==> src/rtl/fp32_pkg.sv <==
// Shared types and constants for the fp32 multiplier dispatcher.
package fp32_pkg;

    typedef enum logic [1:0] {
        StIdle,
        StIssue,
        StWait,
        StResp
    } disp_state_e;

    // Bit positions within out_flags = {timeout, unf, ovf, inf, nan}
    localparam int unsigned FlagNan     = 0;
    localparam int unsigned FlagInf     = 1;
    localparam int unsigned FlagOvf     = 2;
    localparam int unsigned FlagUnf     = 3;
    localparam int unsigned FlagTimeout = 4;
    localparam int unsigned NumStatus   = 4;
    localparam int unsigned NumFlags    = 5;

    localparam logic [7:0]  NanExp  = 8'hFF;
    localparam logic [30:0] SatMag  = 31'h7FFFFFFF;
    localparam int unsigned ExpBias = 127;

    function automatic logic [31:0] sat_product(input logic [31:0] a, input logic [31:0] b);
        return {a[31] ^ b[31], SatMag};
    endfunction

endpackage

==> src/rtl/fp32_operand_fifo.sv <==
// Synchronous operand-pair FIFO; wrap bit on each pointer separates full from empty.
module fp32_operand_fifo #(
    parameter int unsigned DEPTH = 4,
    parameter int unsigned WIDTH = 64
) (
    input  logic             clk,
    input  logic             rst,
    input  logic             push,
    input  logic [WIDTH-1:0] push_data,
    input  logic             pop,
    output logic [WIDTH-1:0] pop_data,
    output logic             full,
    output logic             empty
);

    localparam int unsigned AW = $clog2(DEPTH);
    localparam logic [AW:0] PtrOne = 1;

    logic [AW:0]      wr_ptr_q, rd_ptr_q;
    logic [WIDTH-1:0] mem_q [DEPTH];
    logic             do_push, do_pop;

    assign empty    = (wr_ptr_q == rd_ptr_q);
    assign full     = (wr_ptr_q[AW] != rd_ptr_q[AW]) &&
                      (wr_ptr_q[AW-1:0] == rd_ptr_q[AW-1:0]);
    assign do_push  = push && !full;
    assign do_pop   = pop && !empty;
    assign pop_data = mem_q[rd_ptr_q[AW-1:0]];

    always_ff @(posedge clk) begin
        if (rst) begin
            wr_ptr_q <= '0;
            rd_ptr_q <= '0;
        end else begin
            if (do_push) wr_ptr_q <= wr_ptr_q + PtrOne;
            if (do_pop)  rd_ptr_q <= rd_ptr_q + PtrOne;
        end
    end

    always_ff @(posedge clk) begin
        if (do_push) mem_q[wr_ptr_q[AW-1:0]] <= push_data;
    end

endmodule

==> src/rtl/fp32_mul_dispatcher.sv <==
// Buffers operand pairs and issues them one at a time to the fp32 multiplier.
// Optional watchdog on a missing done pulse: define FP32_DISP_WATCHDOG_EN.
module fp32_mul_dispatcher
    import fp32_pkg::*;
#(
    parameter int unsigned DEPTH          = 4,
    parameter int unsigned TIMEOUT_CYCLES = 16
) (
    input  logic        clk,
    input  logic        rst,
    input  logic        in_valid,
    output logic        in_ready,
    input  logic [31:0] in_a,
    input  logic [31:0] in_b,
    output logic        mul_start_o,
    output logic [31:0] mul_a_o,
    output logic [31:0] mul_b_o,
    input  logic [31:0] mul_product_i,
    input  logic        mul_done_i,
    input  logic        mul_nan_i,
    input  logic        mul_inf_i,
    input  logic        mul_ovf_i,
    input  logic        mul_unf_i,
    output logic        out_valid,
    input  logic        out_ready,
    output logic [31:0] out_product,
    output logic [4:0]  out_flags
);

    if ((DEPTH < 2) || ((DEPTH & (DEPTH - 1)) != 0)) begin : g_bad_depth
        $error("DEPTH must be a power of two and at least 2");
    end
    if (TIMEOUT_CYCLES < 1) begin : g_bad_timeout
        $error("TIMEOUT_CYCLES must be at least 1");
    end

    disp_state_e          state_q, state_d;
    logic [31:0]          op_a_q, op_b_q, prod_q;
    logic [NumStatus-1:0] sticky_q, flag_in, flags_now;
    logic [NumFlags-1:0]  flags_q;
    logic                 fifo_push, fifo_pop, fifo_full, fifo_empty;
    logic [63:0]          fifo_head;
    logic                 timeout;

    fp32_operand_fifo #(
        .DEPTH (DEPTH),
        .WIDTH (64)
    ) u_fifo (
        .clk       (clk),
        .rst       (rst),
        .push      (fifo_push),
        .push_data ({in_a, in_b}),
        .pop       (fifo_pop),
        .pop_data  (fifo_head),
        .full      (fifo_full),
        .empty     (fifo_empty)
    );

    assign in_ready    = !fifo_full;
    assign fifo_push   = in_valid && in_ready;
    assign mul_start_o = (state_q == StIssue);
    assign out_valid   = (state_q == StResp);
    assign mul_a_o     = op_a_q;
    assign mul_b_o     = op_b_q;
    assign out_product = prod_q;
    assign out_flags   = flags_q;

    always_comb begin
        flag_in          = '0;
        flag_in[FlagNan] = mul_nan_i;
        flag_in[FlagInf] = mul_inf_i;
        flag_in[FlagOvf] = mul_ovf_i;
        flag_in[FlagUnf] = mul_unf_i;
    end

    // Flags that pulse in the done cycle itself must still reach the result
    assign flags_now = sticky_q | flag_in;

`ifdef FP32_DISP_WATCHDOG_EN
    localparam int unsigned CntW = $clog2(TIMEOUT_CYCLES + 1);

    logic [CntW-1:0] wd_cnt_q;

    always_ff @(posedge clk) begin
        if (rst) begin
            wd_cnt_q <= '0;
        end else if (state_q == StIssue) begin
            wd_cnt_q <= '0;
        end else if (state_q == StWait) begin
            wd_cnt_q <= wd_cnt_q + CntW'(1);
        end
    end

    assign timeout = (state_q == StWait) && !mul_done_i &&
                     (wd_cnt_q == CntW'(TIMEOUT_CYCLES - 1));
`else
    assign timeout = 1'b0;
`endif

    always_comb begin
        state_d  = state_q;
        fifo_pop = 1'b0;
        unique case (state_q)
            StIdle: begin
                if (!fifo_empty) begin
                    fifo_pop = 1'b1;
                    state_d  = StIssue;
                end
            end
            StIssue: state_d = StWait;
            StWait: begin
                if (mul_done_i || timeout) state_d = StResp;
            end
            StResp: begin
                if (out_ready) begin
                    if (!fifo_empty) begin
                        fifo_pop = 1'b1;
                        state_d  = StIssue;
                    end else begin
                        state_d = StIdle;
                    end
                end
            end
            default: state_d = StIdle;
        endcase
    end

    always_ff @(posedge clk) begin
        if (rst) begin
            state_q <= StIdle;
        end else begin
            state_q <= state_d;
        end
    end

    always_ff @(posedge clk) begin
        if (rst) begin
            op_a_q   <= '0;
            op_b_q   <= '0;
            sticky_q <= '0;
        end else if (fifo_pop) begin
            op_a_q   <= fifo_head[63:32];
            op_b_q   <= fifo_head[31:0];
            sticky_q <= '0;
        end else if (state_q == StWait) begin
            sticky_q <= flags_now;
        end
    end

    always_ff @(posedge clk) begin
        if (rst) begin
            prod_q  <= '0;
            flags_q <= '0;
        end else if (state_q == StWait) begin
            if (mul_done_i) begin
                prod_q  <= mul_product_i;
                flags_q <= {1'b0, flags_now};
            end else if (timeout) begin
                prod_q  <= sat_product(op_a_q, op_b_q);
                flags_q <= {1'b1, flags_now};
            end
        end
    end

endmodule
==> config.mk <==
export PLATFORM = sky130hd
export DESIGN_NAME = fp32_mul_dispatcher
export DESIGN_NICKNAME = d
export VERILOG_FILES = /design/src/rtl/fp32_pkg.sv /design/src/rtl/fp32_operand_fifo.sv /design/src/rtl/fp32_mul_dispatcher.sv
export SDC_FILE = /design/constraint.sdc
export NUM_CORES = 1
export LEC_CHECK = 0
export ABC_AREA = 1
export CAP_MARGIN = 30
export CORE_UTILIZATION = 58
export DETAILED_ROUTE_END_ITERATION = 8
export PLACE_DENSITY = 0.86
export SLEW_MARGIN = 20
export SYNTH_ARGS = -nofsm -noshare
export SYNTH_HDL_FRONTEND = slang
export SYNTH_SLANG_ARGS = --single-unit
export TNS_END_PERCENT = 20
==> constraint.sdc <==
create_clock -name clk -period 9.2 [get_ports clk]
set_input_delay 0.92 -clock clk [delete_from_list [all_inputs] [get_ports clk]]
set_output_delay 0.92 -clock clk [all_outputs]
set_load 0.01 [all_outputs]
* After elaboration in Yosys (flattened, before gate mapping)
Memories as Yosys holds them, arrays and structs flattened. A register that Yosys moved wholly into a read port is not among the register bits.
Index checks and enable logic that the tools add are counted.
** Storage, ports and cells
- Flip-flop bits (word level) :: 48
- Bits in writable memories :: 256
- Output and inout port bits :: 104
- Logic and storage cells :: 39
- Memories kept :: 1
** Memory list
- u_fifo.mem_q :: depth 4, width 64, read ports 1, clocked after memory_dff 1, write ports 1, line fp32_operand_fifo.sv:20 : logic [WIDTH-1:0] mem_q [DEPTH];
** Operators by class
- $add $sub $neg :: 2
- Eq/ne operators :: 9
- Multiplexer cells :: 10
- Bitwise operators :: 1
- Reduce and logical (&&, ||, !) cells :: 10
** Operator list (number)
- 2-bit case mux with 4 select lines :: 1
- 3-bit by 1-bit adder with 3-bit output, second input constant :: 2
- 2-bit 2-to-1 mux :: 3
- 1-bit 2-to-1 mux :: 5
- 2-bit equality test, second input constant :: 2
- 1-bit logical AND :: 4
- 2-bit inequality test, second input constant :: 2
- 4-bit bitwise OR :: 1
- 3-bit equality test :: 1
- 3-bit AND reduction :: 1
- 2-bit by 1-bit equality test with 1-bit output, second input constant :: 1
- 2-bit equality test :: 1
- 1-bit zero test :: 2
- 2-bit zero test :: 1
- 2-bit by 1-bit inequality test with 1-bit output, second input constant :: 1
- 1-bit case mux with 2 select lines :: 1
- 2-bit AND reduction :: 1
- 2-bit OR reduction :: 1
- 1-bit inequality test :: 1

* Depth between registers and ports, before layout
Gate-level depths: netlist of run 1.
- Depth after elaboration :: 7
- Depth in mapped cells :: 11

* By module
Synthesis of run 1 repeated with hierarchy kept, for this count alone.
** Unflattened totals
- Cell total of the unflattened synthesis :: 1323
- Area total of the unflattened synthesis :: 14475.1 sq um
** Modules (own cells, without submodules)
- fp32_operand_fifo :: times used 1, cells each 695, area an instance 9983.3 sq um
- fp32_mul_dispatcher :: times used 1, cells each 628, area an instance 4491.8 sq um

* Worst setup path before layout of run 1
OpenSTA, ideal clock, no wires.
- Path kind :: input to register
- From :: input in_valid
- To :: memory u_fifo.mem_q[0][0] (enable)
- Arrival time :: 3751 ps
- Required time :: 8713 ps
- Setup slack :: 4962 ps
- Cell stages on the path :: 2
- Buffers on the path :: 0
- Cells stage by stage :: nand2_1 -> nor2_1
** Between the ends
- Cells in the longest elaborated chain, start to end :: 4
** Ends and longest elaborated chain
- from (decl) :: line fp32_mul_dispatcher.sv:11 : input logic in_valid,
- 1-bit logical AND :: line fp32_mul_dispatcher.sv:60 : assign fifo_push = in_valid && in_ready;
- 1-bit logical AND :: line fp32_operand_fifo.sv:26 : assign do_push = push && !full;
- 1-bit 2-to-1 mux :: line fp32_operand_fifo.sv:41 : if (do_push) mem_q[wr_ptr_q[AW-1:0]] <= push_data;
- 1-bit 2-to-1 mux (implied by the code) :: line fp32_operand_fifo.sv:41
- to (decl) :: line fp32_operand_fifo.sv:20
Every way passes these cells.

* Worst setup path in the final report of run 1
- From :: register u_fifo.rd_ptr_q[0]
- To :: memory u_fifo.mem_q[1][7] (enable)
** Between the ends
- Cells in the longest elaborated chain, start to end :: 7
** Ends and longest elaborated chain
- from (decl) :: line fp32_operand_fifo.sv:19 : logic [AW:0] wr_ptr_q, rd_ptr_q;
- from (signal assigned) :: line fp32_operand_fifo.sv:36 : if (do_pop) rd_ptr_q <= rd_ptr_q + PtrOne;
- 2-bit equality test (*) :: line fp32_operand_fifo.sv:25 : (wr_ptr_q[AW-1:0] == rd_ptr_q[AW-1:0]);
- 1-bit logical AND (*) :: line fp32_operand_fifo.sv:24 : assign full = (wr_ptr_q[AW] != rd_ptr_q[AW]) &&
- 1-bit zero test (*) :: line fp32_operand_fifo.sv:26, fp32_mul_dispatcher.sv:59
- 1-bit logical AND :: line fp32_mul_dispatcher.sv:60
- 1-bit logical AND (*) :: line fp32_operand_fifo.sv:26
- 1-bit 2-to-1 mux (*) :: line fp32_operand_fifo.sv:41
- 1-bit 2-to-1 mux (implied by the code) (*) :: line fp32_operand_fifo.sv:41
Every way passes the cells marked *; elsewhere a longest branch is shown, timed or not.

==> run summary, run 1 <==
Status - finished clean
Num CTS Buffers - 37
I/O pins - 209
Post-CTS setup buffers - 0
Worst Reg-to-Reg Cells - 7
Filler cell count in the final layout - 1393
CP peak stage delay - 850 ps
Drt via density - 5.676
H-tree Lvls - 2
Cts hold-fix bufs - 0
Synth Area per Inst - 11.73 um^2
Post-Syn Area - 13560 um^2
Crit path buffers/inverters - 2
CP required - 9340 ps
Gate family responsible for the most delay along the worst path - simple AND/OR/NAND/NOR gates
Yosys reg bits - 368
Final setup fails - 0
Layout Nets - 1458
Synth area leader - edfxtp_1
Sequential share of the synthesized area - 73.21%
Min Tclk post-route - 3795 ps
Syn_nets - 1271
Final GP Congestion - 0.7647
Crit Path Class - flop to flop
Period utilization - 41.25%
Starting Density - 59.54%
Number of cells on the critical path - 7
Highest-delay cell along the critical path - nor2_4
Number of synthesized flops with an enable pin - 256
Reg2reg setup slack - 5410 ps
Unique masters post-synth - 23
First-pass GRT wire length - 48.10 mm
Die height - 154.9 um
Synth Instances - 1156
Synth-to-layout area growth - 26.48%
Area contributors post-synth - edfxtp_1 57%, dfxtp_1 17%, o21ai_0 6.3%
CP startpoint kind - flop
Leak Pwr - 5.914 nW
Clock sinks - 368
Worst-path fanout max - 62
Worst-path clk slew - 60 ps
Root Driver - clkbuf_16
Core area - 22780 um^2
Total wire length - 31.92 mm
Clock Latency Late Sink - 510 ps
Critical Path AT - 3930 ps
Most frequent CP cell - nand2_1
Worst slack, placed - 5419 ps
Share of cells above drive strength 1 - 6.414%
Vias in the first global route - 9380
Largest net degree at the start of global routing - 73
VDD IR max - 0.0001818 V
Total track usage - 26.10%
Skew final - 21.00 ps
Crit path to - u_fifo.mem_q[1][7]
Total number of vias - 9581
CP cell instances - inv_4 -> nand2_1 -> nand2_1 -> nand4_1 -> nand2_1 -> nor2_4 -> buf_4
PortBufs - 207
Num rows - 55
Top FF cell, synth - edfxtp_1
Final worst slack - 5405 ps
Post-synth top cells - 256 x edfxtp_1, 212 x nor2_1, 170 x o21ai_0
Synth async-reset ratio - 0%
Max Buffers Root-to-Sink - 3
GR Overflow Total - 0
DR iter-0 viols - 929
Post-route setup TNS - 0 ps
Synth top area share - 56.68%
RSZ-0062 raised after global routing - false
Most common cell in the netlist - edfxtp_1
DRC viols - 0
Total power - 4.946 mW
Tightest Pin Transition - 978.1 ps
Hold_ws - 461.6 ps
FF-to-FF Start - u_fifo.rd_ptr_q[0]
Critical path capture point type - flop
Fin. Hold Viols - 0
Post-CTS Resized - 0
Synth warnings - 0
Routed Antenna Nets - 0
FF-to-FF End - u_fifo.mem_q[1][7]
FMAX - 0.2635 GHz
DR WL/cell - 18.91 um
Max Slew Vio Count - 0
DIE AREA - 24000 um^2
Pwr/cell area - 288.3 nW/um^2
Max_cap viols - 0
CTS tree - yes
Initial antenna violation count - 4
Die width - 154.9 um
HP Class - flop to flop
Critical Path Start - u_fifo.rd_ptr_q[0]
DP Wirelength - 17.10 mm
TritonRoute pass-1 iters - 5
Relative slew slack - 34.80%
## metrics by stage
| step | instances | area (um^2) | util [%] |
|---|---|---|---|
| after floorplan | 1156 | 13560 | - |
| after global placement | 1613 | 15780 | 69.26 |
| after detailed placement | 1613 | 15780 | 69.26 |
| after CTS | 1681 | 17070 | 74.94 |
| after global routing | 1688 | 17150 | 75.31 |
| final | 1688 | 17150 | 75.31 |
## registers in the layout, indices dropped and copies added (netlist names)
register	cells
sticky_q	4
u_fifo.rd_ptr_q	3
out_product	32
state_q	2
out_flags	4
u_fifo.wr_ptr_q	3
mul_b_o	32
u_fifo.mem_q	256
mul_a_o	32
## power breakdown
part           switching (mW)  internal [mW]  leakage (nW)
Sequential              0.142           2.00          3.27
Combinational           0.741          0.529          2.01
Clock                   0.590          0.946         0.641
Total                    1.47           3.47          5.91
## layout make-up
cell class | instances | area [um^2] | area share, %
clock inverter | 4 | 48.80 | 0.2845
timing repair buffer | 222 | 2227 | 12.98
antenna | 3 | 7.507 | 0.04376
clock buffer | 64 | 1245 | 7.257
tap | 313 | 391.6 | 2.283
sequential | 368 | 9935 | 57.91
multi-input combinational | 693 | 3218 | 18.76
inverter | 21 | 81.33 | 0.4741
## worst min-delay path, delay by kind of cell (launching register included)
| family | cells | cell delay (ps) |
|---|---|---|
| AO/OA/AOI/OAI | 1 | 50 |
| AND/OR/NAND/NOR | 1 | 60 |
| flip-flops | 1 | 300 |
## layer usage
layer | vias up | share of wire, % | GRT usage [%]
li1 | 4447 | - | -
met5 | - | 0 | 0
met3 | 76 | 8.2 | 4.429
met4 | 0 | 3.2 | 12.64
met1 | 4577 | 38 | 30.87
met2 | 481 | 50 | 46.35
## kinds of logic after synthesis
kind of cell / share of synthesized area [%]
flip-flops: 73.21
buffers and inverters: 3.321
AO/OA/AOI/OAI: 11.97
AND/OR/NAND/NOR: 10.48
adder cells (fa/ha/maj): 0.9225
other: 0.02765
XOR/XNOR: 0.06459
## cell usage in the layout (no fill, tap or decap)
master,Yosys,routed
edfxtp_1,256,256
nor2_1,212,208
clkdlybuf4s50_1,0,206
o21ai_0,170,170
nand2_1,151,151
dfxtp_1,112,110
a21oi_1,73,73
o22ai_1,64,64
clkbuf_16,0,40
inv_1,17,16
clkbuf_8,0,15
buf_4,4,11
ha_1,10,10
clkbuf_1,42,8
nor3_1,5,5
nor2_4,0,4
diode_2,0,3
inv_2,3,3
nand4_1,2,2
clkinv_2,0,2
buf_8,0,2
inv_4,0,1
nand3_2,1,1
nand2_4,0,1
nand3_1,1,1
o21bai_1,1,1
clkinv_1,1,1
xor2_1,1,1
conb_1,1,1
inv_6,0,1
clkbuf_4,0,1
bufinv_16,0,1
buf_2,21,1
buf_16,0,1
buf_12,0,1
dfxtp_4,0,1
dfxtp_2,0,1
## how the worst min path moves through the flow
| stage | cells past startpoint | slack [ps] | startpoint | to |
|---|---|---|---|---|
| floorplan | 2 | 450 | sticky_q[0] | sticky_q[0] |
| global placement | 2 | 450 | mul_b_o[19] | mul_b_o[19] |
| detailed placement | 2 | 460 | mul_b_o[21] | mul_b_o[21] |
| CTS | 2 | 460 | mul_b_o[21] | mul_b_o[21] |
| global route | 2 | 480 | mul_b_o[19] | mul_b_o[19] |
| finish | 2 | 460 | mul_b_o[21] | mul_b_o[21] |
(Power assumes the default switching activity.)
==> run 2: changes to the inputs <==
Settings changed: CORE_UTILIZATION 58 to 48, PLACE_DENSITY 0.86 to 0.76.
Clock period 9.2 ns to 3.3 ns, I/O delays scaled along.
==> run 2 against run 1 <==
  * Cell count grew 4.0%
  * Die area grew 21%
  * Worst hold slack lost 25 ps
  * Clock power grew to 2.7 times the previous value
  * Critical path depth is the same
  * First-iteration DRC count shrank 36%
  * Highest routed layer is now met5
==> run summary, run 2 (synthesis gave the netlist of run 1 again) <==
Synth-to-layout area growth - 26.72%
DIE AREA - 28930 um^2
CP peak stage delay - 680 ps
Max Buffers Root-to-Sink - 3
Die width - 170.1 um
GR Overflow Total - 0
Worst-path fanout max - 74
H-tree Lvls - 2
Die height - 170.1 um
HP Class - primary input to flop
Leading cell type in the layout, fill and taps excluded - edfxtp_1
Relative slew slack - 41.60%
Root Driver - clkbuf_16
I/O pins - 209
Filler cell count in the final layout - 2145
CP startpoint kind - flop
Sequential cell area - 9935 um^2
Skew final - 13.59 ps
Starting Density - 48.82%
Post-CTS setup buffers - 0
Final GP Congestion - 0.7376
PortBufs - 207
Vias in the first global route - 8933
Period utilization - 74.79%
DR iter-0 viols - 590
VDD IR max - 0.0004905 V
Crit Path Class - flop to flop
Num CTS Buffers - 37
Drt via density - 5.256
CP required - 3730 ps
Highest-delay cell along the critical path - buf_4
Final core occ - 61.87%
CP cell instances - inv_4 -> buf_4 -> buf_4 -> o21ai_0 -> o22ai_1 -> nand2_1 -> a21oi_1
Total wire length - 30.49 mm
Num rows - 61
Tightest Pin Transition - 876.0 ps
Status - finished clean
Multi-input logic area - 3218 um^2
Layout Nets - 1463
Clock Latency Late Sink - 520 ps
Max_cap viols - 0
DR WL/cell - 17.36 um
Post-CTS Resized - 0
Max FFs per register - 256
FMAX - 0.4052 GHz
Pwr/cell area - 793.0 nW/um^2
Hold_ws - 437.0 ps
Leak Pwr - 5.894 nW
Max Slew Vio Count - 0
Final setup fails - 0
Commonest cells after routing, fill and taps aside - 256 x edfxtp_1, 208 x nor2_1, 206 x clkdlybuf4s50_1
DRC viols - 0
Critical path capture point type - flop
Most frequent CP cell - buf_4
Largest net degree at the start of global routing - 90
RSZ-0062 raised after global routing - false
Core area - 27780 um^2
Total track usage - 21.12%
CTS tree - yes
Fin. Hold Viols - 0
TritonRoute pass-1 iters - 4
DP Wirelength - 17.53 mm
Clock sinks - 368
Min Tclk post-route - 2468 ps
Share of cells above drive strength 1 - 6.391%
Worst-path clk slew - 60 ps
Initial antenna violation count - 2
Total number of vias - 9230
Routed Antenna Nets - 0
Cts hold-fix bufs - 0
Critical Path AT - 2900 ps
First-pass GRT wire length - 47.13 mm
==> run 2: cell type report <==
type / instances / area share (%)
Sequential cell: 368 / 57.80
Multi-Input combinational cell: 693 / 18.72
Timing Repair Buffer: 227 / 13.05
Clock buffer: 58 / 6.559
Tap cell: 378 / 2.752
Clock inverter: 10 / 0.6333
Inverter: 21 / 0.4732
Antenna cell: 1 / 0.01456
==> run 2: worst max-delay path: cells and delay by family, from the launching register on <==
family,cells,cell delay [ps]
buf+inv,3,1240
flops,1,480
compound gates,3,470
simple gates,1,100
==> run 2: layer usage <==
| layer | vias to the layer above | part of all wire, % | global-route usage [%] |
|---|---|---|---|
| met2 | 318 | 49 | 37.08 |
| met5 | - | 0.046 | 0 |
| li1 | 4459 | - | - |
| met1 | 4411 | 41 | 25.64 |
| met4 | 2 | 1.5 | 5.836 |
| met3 | 40 | 8.6 | 5.488 |
==> run 2: worst paths after layout <==
check	start	endpoint	slack [ps]	cells past startpoint
worst min-delay path	in_b[26]	u_fifo.mem_q[0][26]	440	1
worst max register to register	u_fifo.rd_ptr_q[0]	mul_b_o[21]	830	7
worst max-delay path	u_fifo.rd_ptr_q[0]	mul_b_o[21]	830	7
worst min register to register	mul_b_o[25]	mul_b_o[25]	460	2
==> run 2: power breakdown <==
group,internal (mW),leakage [nW],switching (mW),total (mW)
registers,5.57,3.27,0.353,5.92
clock network,2.51,0.607,1.66,4.17
logic,1.51,2.02,2.04,3.54
total,9.58,5.89,4.05,13.6
==> run 2: metrics by stage <==
stage               setup TNS [ps]  area, um^2  setup slack (ps)  power (mW)  cells
floorplan                  -206920       13560            -808.3       8.009   1156
global placement                 0       15950             944.0       9.482   1687
detailed placement               0       15950             835.2       9.572   1687
CTS                              0       17190             826.0       13.75   1755
global route                     0       17190             619.5       14.33   1755
finish                           0       17190             831.9       13.63   1756
